## src/rtl/preprocess_issue_ctrl_pkg.sv

```systemverilog
// Shared types for the CORDIC x/y pre-process issue stage: packet layout and FSM states.
// Field ranges are inclusive bit positions within a 108-bit instruction packet.
package preprocess_issue_ctrl_pkg;

  localparam int PKT_W  = 108;
  localparam int TAG_W  = 8;
  localparam int TAG_HI = 107;
  localparam int TAG_LO = 100;
  localparam int OPC_HI = 99;
  localparam int OPC_LO = 96;
  localparam int Z_HI   = 95;
  localparam int Z_LO   = 64;
  localparam int Y_HI   = 63;
  localparam int Y_LO   = 32;
  localparam int X_HI   = 31;
  localparam int X_LO   = 0;

  typedef enum logic [1:0] {
    S_IDLE = 2'd0,
    S_WAIT = 2'd1,
    S_OUT  = 2'd2
  } state_t;

endpackage

```

## src/rtl/preprocess_issue_ctrl_rr_arbiter.sv

```systemverilog
// Combinational round-robin arbiter, zero latency; search starts one past the last grant.
// No backpressure of its own: the caller decides when the grant is taken and updates i_last.
module preprocess_issue_ctrl_rr_arbiter #(
  parameter  int NUM_REQ = 2,
  localparam int IDX_W   = $clog2(NUM_REQ)
) (
  input  logic [NUM_REQ-1:0] i_req,
  input  logic [IDX_W-1:0]   i_last,
  output logic [NUM_REQ-1:0] o_gnt,
  output logic [IDX_W-1:0]   o_gnt_idx
);

  logic w_found;

  // Offset k walks the ring from i_last+1; the first requester hit wins.
  always_comb begin
    o_gnt     = '0;
    o_gnt_idx = '0;
    w_found   = 1'b0;
    for (int k = 1; k <= NUM_REQ; k++) begin
      for (int i = 0; i < NUM_REQ; i++) begin
        if (!w_found && i_req[i] && (i == (int'(i_last) + k) % NUM_REQ)) begin
          w_found   = 1'b1;
          o_gnt[i]  = 1'b1;
          o_gnt_idx = IDX_W'(i);
        end
      end
    end
  end

endmodule

```

## src/rtl/preprocess_issue_ctrl.sv

```systemverilog
// Issue controller: grants one packet, holds it on the pre-processor, waits for a tag-matched
// done (earliest out_valid 3 cycles after grant), then holds the result until out_ready.
module preprocess_issue_ctrl
  import preprocess_issue_ctrl_pkg::*;
#(
  parameter  int NUM_REQ  = 2,
  parameter  int MAX_WAIT = 64,
  localparam int SRC_W    = $clog2(NUM_REQ),
  localparam int WC_W     = $clog2(MAX_WAIT)
) (
  input  logic                     i_clk,
  input  logic                     i_rst_n,
  input  logic [NUM_REQ-1:0]       i_req_valid,
  input  logic [NUM_REQ*PKT_W-1:0] i_req_packet,
  output logic [NUM_REQ-1:0]       o_req_ready,
  output logic [PKT_W-1:0]         o_pp_packet,
  input  logic [PKT_W-1:0]         i_pp_result,
  input  logic                     i_pp_done,
  output logic                     o_out_valid,
  output logic [PKT_W-1:0]         o_out_packet,
  output logic [SRC_W-1:0]         o_out_src,
  input  logic                     i_out_ready,
  output logic                     o_busy,
  output logic                     o_timeout_err
);

  state_t             r_state, w_next_state;
  logic [SRC_W-1:0]   r_rr_ptr, r_src, r_out_src;
  logic [WC_W-1:0]    r_wait_cnt;
  logic [TAG_W-1:0]   r_iss_tag;
  logic [PKT_W-1:0]   r_pp_packet, r_out_packet;
  logic               r_out_valid, r_timeout_err;

  logic [NUM_REQ-1:0] w_gnt;
  logic [SRC_W-1:0]   w_gnt_idx;
  logic [PKT_W-1:0]   w_sel_pkt;
  logic               w_any, w_done, w_expire;

  preprocess_issue_ctrl_rr_arbiter #(.NUM_REQ(NUM_REQ)) u_arb (
    .i_req     (i_req_valid),
    .i_last    (r_rr_ptr),
    .o_gnt     (w_gnt),
    .o_gnt_idx (w_gnt_idx)
  );

  always_comb begin
    w_sel_pkt = '0;
    for (int i = 0; i < NUM_REQ; i++) begin
      if (w_gnt[i]) w_sel_pkt = i_req_packet[i*PKT_W +: PKT_W];
    end
  end

  assign w_any = |i_req_valid;
  // The first WAIT cycle (count 0) is skipped so a done left over from the previous packet cannot complete this one.
  assign w_done   = (r_wait_cnt != '0) && i_pp_done && (i_pp_result[TAG_HI:TAG_LO] == r_iss_tag);
  assign w_expire = (r_wait_cnt == WC_W'(MAX_WAIT - 1));

  always_ff @(posedge i_clk or negedge i_rst_n) begin
    if (!i_rst_n) r_state <= S_IDLE;
    else          r_state <= w_next_state;
  end

  always_comb begin
    w_next_state = r_state;
    case (r_state)
      S_IDLE:  if (w_any) w_next_state = S_WAIT;
      S_WAIT:  if (w_done) w_next_state = S_OUT;
               else if (w_expire) w_next_state = S_IDLE;
      S_OUT:   if (i_out_ready) w_next_state = S_IDLE;
      default: w_next_state = S_IDLE;
    endcase
  end

  always_comb begin
    o_req_ready = '0;
    if (r_state == S_IDLE) o_req_ready = w_gnt;
  end

  always_ff @(posedge i_clk or negedge i_rst_n) begin
    if (!i_rst_n) begin
      r_rr_ptr      <= SRC_W'(NUM_REQ - 1);
      r_src         <= '0;
      r_out_src     <= '0;
      r_wait_cnt    <= '0;
      r_iss_tag     <= '0;
      r_pp_packet   <= '0;
      r_out_packet  <= '0;
      r_out_valid   <= 1'b0;
      r_timeout_err <= 1'b0;
    end else begin
      r_timeout_err <= 1'b0;
      case (r_state)
        S_IDLE: begin
          if (w_any) begin
            r_pp_packet <= w_sel_pkt;
            r_iss_tag   <= w_sel_pkt[TAG_HI:TAG_LO];
            r_src       <= w_gnt_idx;
            r_rr_ptr    <= w_gnt_idx;
            r_wait_cnt  <= '0;
          end
        end
        S_WAIT: begin
          r_wait_cnt <= r_wait_cnt + 1'b1;
          if (w_done) begin
            r_out_packet <= i_pp_result;
            r_out_src    <= r_src;
            r_out_valid  <= 1'b1;
          end else if (w_expire) begin
            r_timeout_err <= 1'b1;
          end
        end
        S_OUT: begin
          if (i_out_ready) r_out_valid <= 1'b0;
        end
        default: ;
      endcase
    end
  end

  assign o_pp_packet   = r_pp_packet;
  assign o_out_valid   = r_out_valid;
  assign o_out_packet  = r_out_packet;
  assign o_out_src     = r_out_src;
  assign o_busy        = (r_state != S_IDLE);
  assign o_timeout_err = r_timeout_err;

endmodule
```

## config.mk

```make
export PLATFORM = sky130hd
export DESIGN_NAME = preprocess_issue_ctrl
export DESIGN_NICKNAME = d
export VERILOG_FILES = /design/src/rtl/preprocess_issue_ctrl_pkg.sv /design/src/rtl/preprocess_issue_ctrl_rr_arbiter.sv /design/src/rtl/preprocess_issue_ctrl.sv
export SDC_FILE = /design/constraint.sdc
export NUM_CORES = 1
export LEC_CHECK = 0
export ABC_AREA = 1
export CAP_MARGIN = 40
export CORE_AREA = 3 3 212 214
export DETAILED_ROUTE_END_ITERATION = 12
export DIE_AREA = 0 0 215 217
export PLACE_DENSITY_LB_ADDON = 0.2
export SLEW_MARGIN = 20
export SYNTH_ARGS = -nofsm -noshare
export SYNTH_HDL_FRONTEND = slang
export SYNTH_HIERARCHICAL = 1
export SYNTH_SLANG_ARGS = --single-unit
```

## constraint.sdc

```tcl
create_clock -name i_clk -period 4.1 [get_ports i_clk]
set_input_delay 0.615 -clock i_clk [delete_from_list [all_inputs] [get_ports i_clk]]
set_output_delay 0.615 -clock i_clk [all_outputs]
set_load 0.005 [all_outputs]
```

==> qor.yml <==
wire_length_of_the_first_global_routing_pass_um: 68300
p_per_area_nw_per_um2: 670
die_area_um2: 46700
clockBufferDepth: 3
synth_area_um2: 10200
multiInputGateArea_um2: 3940
synth_most_common_cell: "sky130_fd_sc_hd__nand2_1"
synth_seq_cells: 229
pin_count: 552
postRouteWirelength_um: 45200
areaGrowthSynthToFinish_pct: 67.7
cts_hold_buf: 0
hold_path_class: "primary input to async pin"
hold_ws_ns: 0.129
cap_violations: 0
dpl.hpwl_um: 31100
synth_area_leader_cell: "sky130_fd_sc_hd__dfrtp_1"
synth_cell_types: 26
floorplan.core_area_um2: 43100
critical_path.top_delay_family: "buffers and inverters"
async_reset_ff_share_pct: 100
fmax_ghz: 0.363
fin_skew_ns: 0.0219
grt_use_total_pct: 18.4
core.rowCount: 76
rsz_0062_raised_after_global_routing: "no"
route.detailed.drc: 0
timing_hold_violations_final: 0
placement.setup.worst_slack_ns: 1.02
cts.repair.resized: 0
vias_per_cell: 4.69
clk_pin_slew_worst_paths_ns: 0.06
place_inst: 2238
initial_antenna_violation_count: 2
grt_overflow_total: 0
end_kind: "output pin"
postLayoutSetupSlackWorst_ns: 1.34
drv_slew: 0
leakagePower_uw: 0.00746
timing.critical_path.required_ns: 3.48
max_slew_margin_pct: 40.3
cp-start-kind: "primary input"
drt_first_pass_iters: 5
synthFlopType: "sky130_fd_sc_hd__dfrtp_1"
vias: 10700
path_common_cell: "sky130_fd_sc_hd__clkdlybuf4s50_1"
avgSynthCellArea_um2: 8.60
cts_tree: "done"
place.port_buffers: 551
worstPathMaxFanout: 3
chipWidth_um: 215
n_antenna_cell: 0
yosys_warnings: 6
detail-route-antenna-nets: 0
final_period_minus_worst_setup_slack_ns: 2.76
cpMaxStageDelayCell: "sky130_fd_sc_hd__clkdlybuf4s50_1"
routabilityCongestion: 0.811
crit_chain: "clkdlybuf4s50_1 -> a21boi_4 -> clkinv_2 -> nor2_1 -> clkdlybuf4s50_1"
crit_path_max_incr_delay_ns: 0.56
synthesis.instances: 1191
synth.top_cells.by_count: "sky130_fd_sc_hd__nand2_1, sky130_fd_sc_hd__dfrtp_1, sky130_fd_sc_hd__a21oi_1"
grt_start_max_net_pins: 111
synth_top_cell_area_share_pct: 55.7
cts-buffers-inserted: 27
ir_drop_mv: 0.400
first_iter_violations: 722
final.setup.tns_ns: 0
cts.root.buffer_cell: "sky130_fd_sc_hd__clkbuf_16"
synth_nets: 1523
criticalPathCategory: "primary input to output pin"
routedWlPerCell_um: 19.7
fillCellCount: 4383
synth_area_leaders: "sky130_fd_sc_hd__dfrtp_1, sky130_fd_sc_hd__a21oi_1, sky130_fd_sc_hd__nand2_1, sky130_fd_sc_hd__nand4_1, sky130_fd_sc_hd__nand3_1"
worstPathArrival_ns: 2.14
num-nets-final: 2014
synth_enable_flop_cells: 0
clkSinkCount: 229
clock_insertion_delay_at_the_later_pin_of_the_skew_report_ns: 0.55
total_power_uw: 11500
grt_pass1_vias: 10900
setup_viol_count_final: 0
layout_cell_share_with_drive_strength_beyond_1_pct: 4.35
clock_tree.htree_level_count: 1
worst-slew-pin-transition_ns: 0.895
critical_path.n_buffers_inverters: 3
synth_seq_area_share_pct: 56.0
sequential_cell_area_um2: 5730
die-height_um: 217
status: "complete, no violations"
cts_setup_buffers: 0
final_critical_path_share_of_the_clock_period_pct: 67.2
finish.cell_count_without_fillers: 2287
starting_utilization_of_the_core_area_pct: 23.8
[flip-flops by register name (all words and copies together), names as in the netlist]
name,flops
r_iss_tag,8
r_state,2
o_out_valid,1
o_pp_packet,100
o_out_src,1
r_src,1
r_wait_cnt,6
o_timeout_err,1
o_out_packet,108
r_rr_ptr,1
[placed cells by master, fill, tap and decap left out, drive strengths merged]
cell type,instances
nand2,254
inv,26
xor2,2
a22oi,6
nand4,110
clkinv,7
bufinv,2
nand3,113
o21ai,5
buf,19
a21oi,213
clkinvlp,1
a31oi,1
dfstp,1
dfrtp,228
xnor2,2
nor2,115
ha,2
o22ai,3
clkdlybuf4s50,550
o21a,1
a21boi,1
clkbuf,40
[where the power goes]
part / internal (µW) / switching, µW / total (µW)
registers: 3390 / 657 / 4050
logic: 2760 / 2220 / 4990
clock network: 1460 / 1000 / 2460
[metal layers]
| metal | global-route usage (%) | routed length (µm) |
|---|---|---|
| met1 | 22.8 | 18600 |
| met2 | 31.1 | 21500 |
| met5 | 0 | 11 |
| met4 | 3.13 | 798 |
| met3 | 6.90 | 4190 |
[through the flow]
step | area [µm²] | util, %
floorplan | 10200 | -
global placement | 16200 | 37.7
detailed placement | 16300 | 37.8
CTS | 17200 | 39.9
global route | 17200 | 39.9
finish | 17200 | 39.9
[area by class of cell]
class	instances	area share, %
inverter	27	0.619
sequential	229	33.4
clock buffer	40	4.63
clock inverter	9	0.590
multi-input combinational	828	22.9
timing repair buffer	569	33.6
tap	585	4.26
[worst paths after layout]
kind / endpoint / depth (start not counted) / startpoint / slack, ns
setup / recovery: o_req_ready[1] / 5 / i_req_valid[1] / 1.34
hold / removal: o_out_packet[72]$_DFFE_PN0P_ / 1 / i_rst_n / 0.13
setup reg to reg: o_out_packet[5]$_DFFE_PN0P_ / 8 / r_state[1]$_DFFE_PN0P_ / 1.74
hold reg to reg: o_out_packet[49]$_DFFE_PN0P_ / 2 / o_out_packet[49]$_DFFE_PN0P_ / 0.47
max in group asynchronous: o_pp_packet[53]$_DFFE_PN0P_ / 2 / i_rst_n / 3.10
min in group i_clk: o_out_packet[49]$_DFFE_PN0P_ / 2 / o_out_packet[49]$_DFFE_PN0P_ / 0.47
[cells by family (layout without fill, tap and decap cells)]
| logic type | count (synthesis) | in the layout | share of synthesized area (%) |
|---|---|---|---|
| buffers and inverters | 134 | 645 | 5.95 |
| DFF | 229 | 229 | 56.0 |
| and+or+nand+nor | 592 | 592 | 25.8 |
| adders and majority gates | 2 | 2 | 0.244 |
| AOI/OAI and AO/OA | 230 | 230 | 11.7 |
| xor gates and xnor gates | 4 | 4 | 0.342 |
[worst register-to-register path, delay by kind of cell, from the launching register on]
| family | cells | cell delay [ns] |
|---|---|---|
| buffers and inverters | 4 | 1.12 |
| and+or+nand+nor | 4 | 0.77 |
| DFF | 1 | 0.42 |
(Power assumes the default switching activity.)
